[config.mk]
export PLATFORM = sky130hd
export DESIGN_NAME = dmem_arbiter_flat
export DESIGN_NICKNAME = d
export VERILOG_FILES = /design/src/rtl/dmem_arbiter_if.sv /design/src/rtl/dmem_arbiter.sv /design/src/flat_wrapper.sv
export SDC_FILE = /design/constraint.sdc
export NUM_CORES = 1
export LEC_CHECK = 0
export BUFFER_PORTS_ARGS = -buffer_cell sky130_fd_sc_hd__buf_2
export CAP_MARGIN = 20
export CORE_MARGIN = 4
export CORE_UTILIZATION = 40
export CTS_CLUSTER_DIAMETER = 80
export DETAILED_ROUTE_END_ITERATION = 16
export GPL_TIMING_DRIVEN = 1
export PLACE_DENSITY = 0.76
export SYNTH_ARGS = -nofsm -noshare
export SYNTH_HDL_FRONTEND = slang
export SYNTH_SLANG_ARGS = --single-unit
[constraint.sdc]
create_clock -name i_clk -period 2.2 [get_ports i_clk]
set_input_delay 0.44 -clock i_clk [delete_from_list [all_inputs] [get_ports i_clk]]
set_output_delay 0.44 -clock i_clk [all_outputs]
set_load 0.1 [all_outputs]
[src/rtl/dmem_arbiter_if.sv]
// Signal bundle between the two requesters, the memory slave port and the dmem_arbiter.
// Handshake: a requester holds req+payload until its one-cycle gnt; the slave takes o_s_vld when i_s_rdy=1 in that cycle and answers a read with a one-cycle i_s_rvld.
interface dmem_arbiter_if;
  logic        i_m0_req;
  logic        i_m0_wren;
  logic [31:0] i_m0_addr;
  logic [31:0] i_m0_wdata;
  logic        o_m0_gnt;
  logic        o_m0_rvld;
  logic [31:0] o_m0_rdata;

  logic        i_m1_req;
  logic        i_m1_wren;
  logic [31:0] i_m1_addr;
  logic [31:0] i_m1_wdata;
  logic        o_m1_gnt;
  logic        o_m1_rvld;
  logic [31:0] o_m1_rdata;

  logic        o_s_vld;
  logic        o_s_wren;
  logic [31:0] o_s_addr;
  logic [31:0] o_s_wdata;
  logic        i_s_rdy;
  logic        i_s_rvld;
  logic [31:0] i_s_rdata;

  logic        o_err;
  logic [1:0]  o_dbg_state;

  modport slave (
    input  i_m0_req, i_m0_wren, i_m0_addr, i_m0_wdata,
    input  i_m1_req, i_m1_wren, i_m1_addr, i_m1_wdata,
    input  i_s_rdy, i_s_rvld, i_s_rdata,
    output o_m0_gnt, o_m0_rvld, o_m0_rdata,
    output o_m1_gnt, o_m1_rvld, o_m1_rdata,
    output o_s_vld, o_s_wren, o_s_addr, o_s_wdata,
    output o_err, o_dbg_state
  );

  modport master (
    output i_m0_req, i_m0_wren, i_m0_addr, i_m0_wdata,
    output i_m1_req, i_m1_wren, i_m1_addr, i_m1_wdata,
    output i_s_rdy, i_s_rvld, i_s_rdata,
    input  o_m0_gnt, o_m0_rvld, o_m0_rdata,
    input  o_m1_gnt, o_m1_rvld, o_m1_rdata,
    input  o_s_vld, o_s_wren, o_s_addr, o_s_wdata,
    input  o_err, o_dbg_state
  );
endinterface

[src/rtl/dmem_arbiter.sv]
// Two-requester data-memory arbiter, one transaction in flight, read timeout with 0xDEADBEEF abort data.
// Define ARB_RR_EN for round-robin on contention; without it port 0 has fixed priority.
module dmem_arbiter #(
  parameter int unsigned TIMEOUT_CYCLES = 16
) (
  input  logic          i_clk,
  input  logic          i_rst_n,
  dmem_arbiter_if.slave bus
);
  localparam int unsigned   CW       = $clog2(TIMEOUT_CYCLES + 1);
  localparam logic [CW-1:0] TMO_VAL  = CW'(TIMEOUT_CYCLES);
  localparam logic [31:0]   TMO_DATA = 32'hDEAD_BEEF;

  typedef enum logic [1:0] {
    ST_IDLE    = 2'd0,
    ST_ISSUE   = 2'd1,
    ST_WAIT_RD = 2'd2
  } state_e;

  state_e        state_q, state_d;
  logic          owner_q, owner_d;
  logic          wren_q, wren_d;
  logic [31:0]   addr_q, addr_d;
  logic [31:0]   wdata_q, wdata_d;
  logic [CW-1:0] cnt_q, cnt_d;
  logic          sel;
  logic          rvld_p;
  logic [31:0]   rdata_p;

`ifdef ARB_RR_EN
  logic last_q, last_d;

  // On contention grant the port that was not granted last; a lone request wins outright.
  always_comb sel = (bus.i_m0_req && bus.i_m1_req) ? ~last_q : bus.i_m1_req;

  always_comb begin
    last_d = last_q;
    if (state_q == ST_ISSUE && bus.i_s_rdy) last_d = owner_q;
  end

  always_ff @(posedge i_clk or negedge i_rst_n) begin
    if (!i_rst_n) last_q <= 1'b1;
    else          last_q <= last_d;
  end
`else
  always_comb sel = ~bus.i_m0_req;
`endif

  always_ff @(posedge i_clk or negedge i_rst_n) begin
    if (!i_rst_n) begin
      state_q <= ST_IDLE;
      owner_q <= 1'b0;
      wren_q  <= 1'b0;
      addr_q  <= '0;
      wdata_q <= '0;
      cnt_q   <= '0;
    end else begin
      state_q <= state_d;
      owner_q <= owner_d;
      wren_q  <= wren_d;
      addr_q  <= addr_d;
      wdata_q <= wdata_d;
      cnt_q   <= cnt_d;
    end
  end

  always_comb begin
    state_d         = state_q;
    owner_d         = owner_q;
    wren_d          = wren_q;
    addr_d          = addr_q;
    wdata_d         = wdata_q;
    cnt_d           = cnt_q;
    rvld_p          = 1'b0;
    rdata_p         = '0;
    bus.o_m0_gnt    = 1'b0;
    bus.o_m1_gnt    = 1'b0;
    bus.o_s_vld     = 1'b0;
    bus.o_s_wren    = 1'b0;
    bus.o_s_addr    = '0;
    bus.o_s_wdata   = '0;
    bus.o_err       = 1'b0;

    case (state_q)
      ST_IDLE: begin
        if (bus.i_m0_req || bus.i_m1_req) begin
          owner_d = sel;
          wren_d  = sel ? bus.i_m1_wren  : bus.i_m0_wren;
          addr_d  = sel ? bus.i_m1_addr  : bus.i_m0_addr;
          wdata_d = sel ? bus.i_m1_wdata : bus.i_m0_wdata;
          state_d = ST_ISSUE;
        end
      end
      ST_ISSUE: begin
        bus.o_s_vld   = 1'b1;
        bus.o_s_wren  = wren_q;
        bus.o_s_addr  = addr_q;
        bus.o_s_wdata = wdata_q;
        if (bus.i_s_rdy) begin
          bus.o_m0_gnt = ~owner_q;
          bus.o_m1_gnt = owner_q;
          cnt_d        = '0;
          state_d      = wren_q ? ST_IDLE : ST_WAIT_RD;
        end
      end
      ST_WAIT_RD: begin
        // Real slave data beats a timeout landing in the same cycle.
        if (bus.i_s_rvld) begin
          rvld_p  = 1'b1;
          rdata_p = bus.i_s_rdata;
          state_d = ST_IDLE;
        end else if (cnt_q == TMO_VAL) begin
          rvld_p    = 1'b1;
          rdata_p   = TMO_DATA;
          bus.o_err = 1'b1;
          state_d   = ST_IDLE;
        end else begin
          cnt_d = cnt_q + 1'b1;
        end
      end
      default: state_d = ST_IDLE;
    endcase

    bus.o_m0_rvld  = rvld_p & ~owner_q;
    bus.o_m1_rvld  = rvld_p & owner_q;
    bus.o_m0_rdata = (rvld_p & ~owner_q) ? rdata_p : '0;
    bus.o_m1_rdata = (rvld_p & owner_q)  ? rdata_p : '0;
  end

  assign bus.o_dbg_state = state_q;
endmodule

[src/flat_wrapper.sv]
// flat-port wrapper written by rule: the top's interface ports become plain ports
module dmem_arbiter_flat 
#(
  parameter int unsigned TIMEOUT_CYCLES = 16
)
  (i_clk, i_rst_n, bus_i_m0_req, bus_i_m0_wren, bus_i_m0_addr, bus_i_m0_wdata, bus_i_m1_req, bus_i_m1_wren, bus_i_m1_addr, bus_i_m1_wdata, bus_i_s_rdy, bus_i_s_rvld, bus_i_s_rdata, bus_o_m0_gnt, bus_o_m0_rvld, bus_o_m0_rdata, bus_o_m1_gnt, bus_o_m1_rvld, bus_o_m1_rdata, bus_o_s_vld, bus_o_s_wren, bus_o_s_addr, bus_o_s_wdata, bus_o_err, bus_o_dbg_state);
  dmem_arbiter_if bus_i ();
  input  logic i_clk;
  input  logic i_rst_n;
  input wire logic [$bits(bus_i.i_m0_req)-1:0] bus_i_m0_req;
  input wire logic [$bits(bus_i.i_m0_wren)-1:0] bus_i_m0_wren;
  input wire logic [$bits(bus_i.i_m0_addr)-1:0] bus_i_m0_addr;
  input wire logic [$bits(bus_i.i_m0_wdata)-1:0] bus_i_m0_wdata;
  input wire logic [$bits(bus_i.i_m1_req)-1:0] bus_i_m1_req;
  input wire logic [$bits(bus_i.i_m1_wren)-1:0] bus_i_m1_wren;
  input wire logic [$bits(bus_i.i_m1_addr)-1:0] bus_i_m1_addr;
  input wire logic [$bits(bus_i.i_m1_wdata)-1:0] bus_i_m1_wdata;
  input wire logic [$bits(bus_i.i_s_rdy)-1:0] bus_i_s_rdy;
  input wire logic [$bits(bus_i.i_s_rvld)-1:0] bus_i_s_rvld;
  input wire logic [$bits(bus_i.i_s_rdata)-1:0] bus_i_s_rdata;
  output wire logic [$bits(bus_i.o_m0_gnt)-1:0] bus_o_m0_gnt;
  output wire logic [$bits(bus_i.o_m0_rvld)-1:0] bus_o_m0_rvld;
  output wire logic [$bits(bus_i.o_m0_rdata)-1:0] bus_o_m0_rdata;
  output wire logic [$bits(bus_i.o_m1_gnt)-1:0] bus_o_m1_gnt;
  output wire logic [$bits(bus_i.o_m1_rvld)-1:0] bus_o_m1_rvld;
  output wire logic [$bits(bus_i.o_m1_rdata)-1:0] bus_o_m1_rdata;
  output wire logic [$bits(bus_i.o_s_vld)-1:0] bus_o_s_vld;
  output wire logic [$bits(bus_i.o_s_wren)-1:0] bus_o_s_wren;
  output wire logic [$bits(bus_i.o_s_addr)-1:0] bus_o_s_addr;
  output wire logic [$bits(bus_i.o_s_wdata)-1:0] bus_o_s_wdata;
  output wire logic [$bits(bus_i.o_err)-1:0] bus_o_err;
  output wire logic [$bits(bus_i.o_dbg_state)-1:0] bus_o_dbg_state;
  assign bus_i.i_m0_req = bus_i_m0_req;
  assign bus_i.i_m0_wren = bus_i_m0_wren;
  assign bus_i.i_m0_addr = bus_i_m0_addr;
  assign bus_i.i_m0_wdata = bus_i_m0_wdata;
  assign bus_i.i_m1_req = bus_i_m1_req;
  assign bus_i.i_m1_wren = bus_i_m1_wren;
  assign bus_i.i_m1_addr = bus_i_m1_addr;
  assign bus_i.i_m1_wdata = bus_i_m1_wdata;
  assign bus_i.i_s_rdy = bus_i_s_rdy;
  assign bus_i.i_s_rvld = bus_i_s_rvld;
  assign bus_i.i_s_rdata = bus_i_s_rdata;
  assign bus_o_m0_gnt = bus_i.o_m0_gnt;
  assign bus_o_m0_rvld = bus_i.o_m0_rvld;
  assign bus_o_m0_rdata = bus_i.o_m0_rdata;
  assign bus_o_m1_gnt = bus_i.o_m1_gnt;
  assign bus_o_m1_rvld = bus_i.o_m1_rvld;
  assign bus_o_m1_rdata = bus_i.o_m1_rdata;
  assign bus_o_s_vld = bus_i.o_s_vld;
  assign bus_o_s_wren = bus_i.o_s_wren;
  assign bus_o_s_addr = bus_i.o_s_addr;
  assign bus_o_s_wdata = bus_i.o_s_wdata;
  assign bus_o_err = bus_i.o_err;
  assign bus_o_dbg_state = bus_i.o_dbg_state;
  dmem_arbiter #(.TIMEOUT_CYCLES(TIMEOUT_CYCLES)) u_core (.i_clk(i_clk), .i_rst_n(i_rst_n), .bus(bus_i));
endmodule
==> results_dict.tcl <==
set metrics [dict create \
    area_growth_pct 111.1 \
    vias 5073 \
    seq_area_frac_synth_pct 37.79 \
    min_period_ps 2463 \
    setup_viol 81 \
    clock_path_buffers 2 \
    critPathMaxFanout 8 \
    regToRegStartpoint "u_core.bus.o_dbg_state[0]" \
    maxSlewViolCount 0 \
    end_kind "output port" \
    syn_area_per_cell_um2 10.96 \
    hold_slack_ps 131.0 \
    rows 39 \
    first_pass_iters 4 \
    grtUsageTotal_pct 28.79 \
    fmax_mhz 406.0 \
    synth_enable_flop_cells 0 \
    synth.cell_area_um2 4833 \
    h-tree-depth 3 \
    critPathBufInv 3 \
    p_leak_nw 4.498 \
    failed_checks "setup timing" \
    hold_class "input port to asynchronous set/reset pin" \
    dpl.hpwl_um 14640 \
    num_io_pins 305 \
    tightest_slew_ps 531.9 \
    slowest_delay_ps 390 \
    grt_pass1_wl_um 31520 \
    run_status "finished, violations left" \
    drc 0 \
    antenna_found_initial 1 \
    utilization_pct 87.84 \
    worst_path_most_repeated_cell "buf_12" \
    synth_ff_type "dfrtp_1" \
    drt.antenna.violating_nets 0 \
    synth_cell_types 34 \
    synth-async-reset-ratio_pct 100.0 \
    viasPerCell 5.467 \
    startpoint_type "flip-flop" \
    clock_latency_ps 330 \
    cp_top_family "buffers and inverters" \
    synth-seq-cells 73 \
    drt-wirelength-per-cell_um 25.03 \
    yosysWarningCount 0 \
    postSynthCellCount 441 \
    port_buffers 304 \
    die_area_um2 13910 \
    cap_violations 0 \
    wirelength_um 23230 \
    die_w_um 117.9 \
    cts-buffers-inserted 9 \
    fin_ws_ps -263.0 \
    core_area_um2 11610 \
    p_per_area_nw_per_um2 1704 \
    postCtsHoldBufs 0 \
    cts_num_sinks 73 \
    crit_type "flip-flop to output port" \
    start_util_pct 41.62 \
    grt_pass1_vias 5388 \
    finalCritPeriodShare_pct 112.0 \
    nFillCells 488 \
    drt_iter0_markers 318 \
    finalHoldViolCount 0 \
    regArea_um2 1834 \
    critPathRequiredTime_ps 1760 \
    cp_slowest_cell "dfrtp_1" \
    final_nets 951 \
    die_y_um 117.9 \
    multi_input_area_um2 3590 \
    tns_ps -10890 \
    drive_gt1_share_pct 83.29 \
    ir_worst_vdd_uv 1664 \
    grt_setup_unrepaired "true" \
    fin_worst_skew_ps 3.372 \
    grt_max_degree 74 \
    slew_headroom_pct 64.78 \
    gp_congestion 0.9153 \
    clkTransAtPathRegs_ps 50 \
    crit_path_start "u_core.cnt_q[0]" \
    synth_nets 611 \
    cts_root_buf "clkbuf_16" \
    cts_tree "built" \
    cp_cell_sequence "inv_2 -> ha_4 -> and4bb_2 -> nand2b_4 -> buf_12 -> a21oi_4 -> buf_12" \
    gr-total-overflow 0 \
    worstPathArrival_ps 2020 \
]
[Yosys cell counts, drive strengths merged (4+ instances only)]
library cell / n / area share (%)
mux2: 130 / 33
clkbuf: 7 / 0.54
nor2: 7 / 0.60
and2: 81 / 10
nand2: 27 / 2.1
a21oi: 52 / 5.4
dfrtp: 73 / 38
inv: 4 / 0.31
buf: 28 / 4.3
[power breakdown]
group          total [W]  internal [W]  leakage [nW]  switching [W]
clock            0.00126      0.000750         0.120       0.000514
sequential       0.00248       0.00203         0.861       0.000445
combinational     0.0136       0.00562          3.52        0.00802
[through the flow]
stage	instance area (µm²)	power, W	std cells	setup slack, ps
after global routing	10200	0.01786	928	-299.1
after detailed placement	9258	0.01488	887	2.454
after floorplan	5649	0.01067	441	-109.1
after global placement	9258	0.01461	887	77.56
final	10200	0.01738	928	-263.0
after CTS	9911	0.01680	913	-191.1
[layout make-up]
| class | instances | share of cell area [%] |
|---|---|---|
| multi-input cells | 329 | 35.19 |
| well taps | 143 | 1.754 |
| clock buffers | 13 | 2.355 |
| flip-flops and latches | 73 | 17.98 |
| clock inverters | 1 | 0.04906 |
| inverters | 4 | 0.1472 |
| diodes | 1 | 0.02453 |
| repair buffers | 364 | 42.50 |
[registers in the layout, indices dropped and copies added, names as in the netlist]
signal,flops
u_core.cnt_q,5
u_core.wren_q,1
u_core.wdata_q,32
u_core.addr_q,32
u_core.bus.o_dbg_state,2
u_core.owner_q,1
[worst paths after layout]
path,slack (ps),endpoint,cells after the start
max in group asynchronous,1720,u_core.bus.o_dbg_state[0],2
worst min register to register,510,u_core.wdata_q[23],1
worst min-delay path,130,u_core.addr_q[20],2
worst max register to register,310,u_core.addr_q[23],6
worst max-delay path,-260,bus_o_m0_rdata[15],7
min in group i_clk,450,u_core.bus.o_dbg_state[0],3
[cell usage in the layout (no fill, tap or decap), types with 2 or more instances in the layout]
cell / n
dfrtp_4: 2
buf_16: 3
and2_4: 73
buf_2: 170
nand2b_4: 2
mux2i_1: 3
buf_12: 146
nor2_4: 3
o21ai_0: 3
inv_1: 2
clkbuf_16: 16
dfrtp_1: 71
nand2_1: 26
buf_6: 5
a21oi_4: 48
buf_4: 33
nor2_1: 3
nand4bb_1: 2
mux2_4: 39
and2b_4: 2
a21oi_1: 4
inv_2: 2
and2_2: 8
clkbuf_1: 4
mux2_2: 90
[metal layers]
layer	share of wire, %	routed length, µm	track usage (%)
met1	34	7957	29.51
met2	53	12290	54.55
met3	7.5	1747	7.160
met4	5.3	1237	13.26
met5	0	0	0
[cell families (layout without fill, tap and decap cells)]
| kind of cell | count (synthesis) | count (layout) | share of synthesized area, % |
|---|---|---|---|
| and+or+nand+nor | 134 | 134 | 16.10 |
| muxes | 133 | 133 | 33.94 |
| DFF | 73 | 73 | 37.79 |
| AOI/OAI and AO/OA | 60 | 60 | 6.498 |
| buffers and inverters | 39 | 382 | 5.151 |
| adders and majority gates | 2 | 2 | 0.5176 |
| other | 0 | 1 | 0 |
[timing repair]
item,CTS,global route
endpoints found under the setup margin,133,101
pin swaps,7,49
resized for setup,83,28
buffers inserted,10,7
cloned,2,8
hold endpoints to repair,0,0
Power figures use the tool's default switching activity.
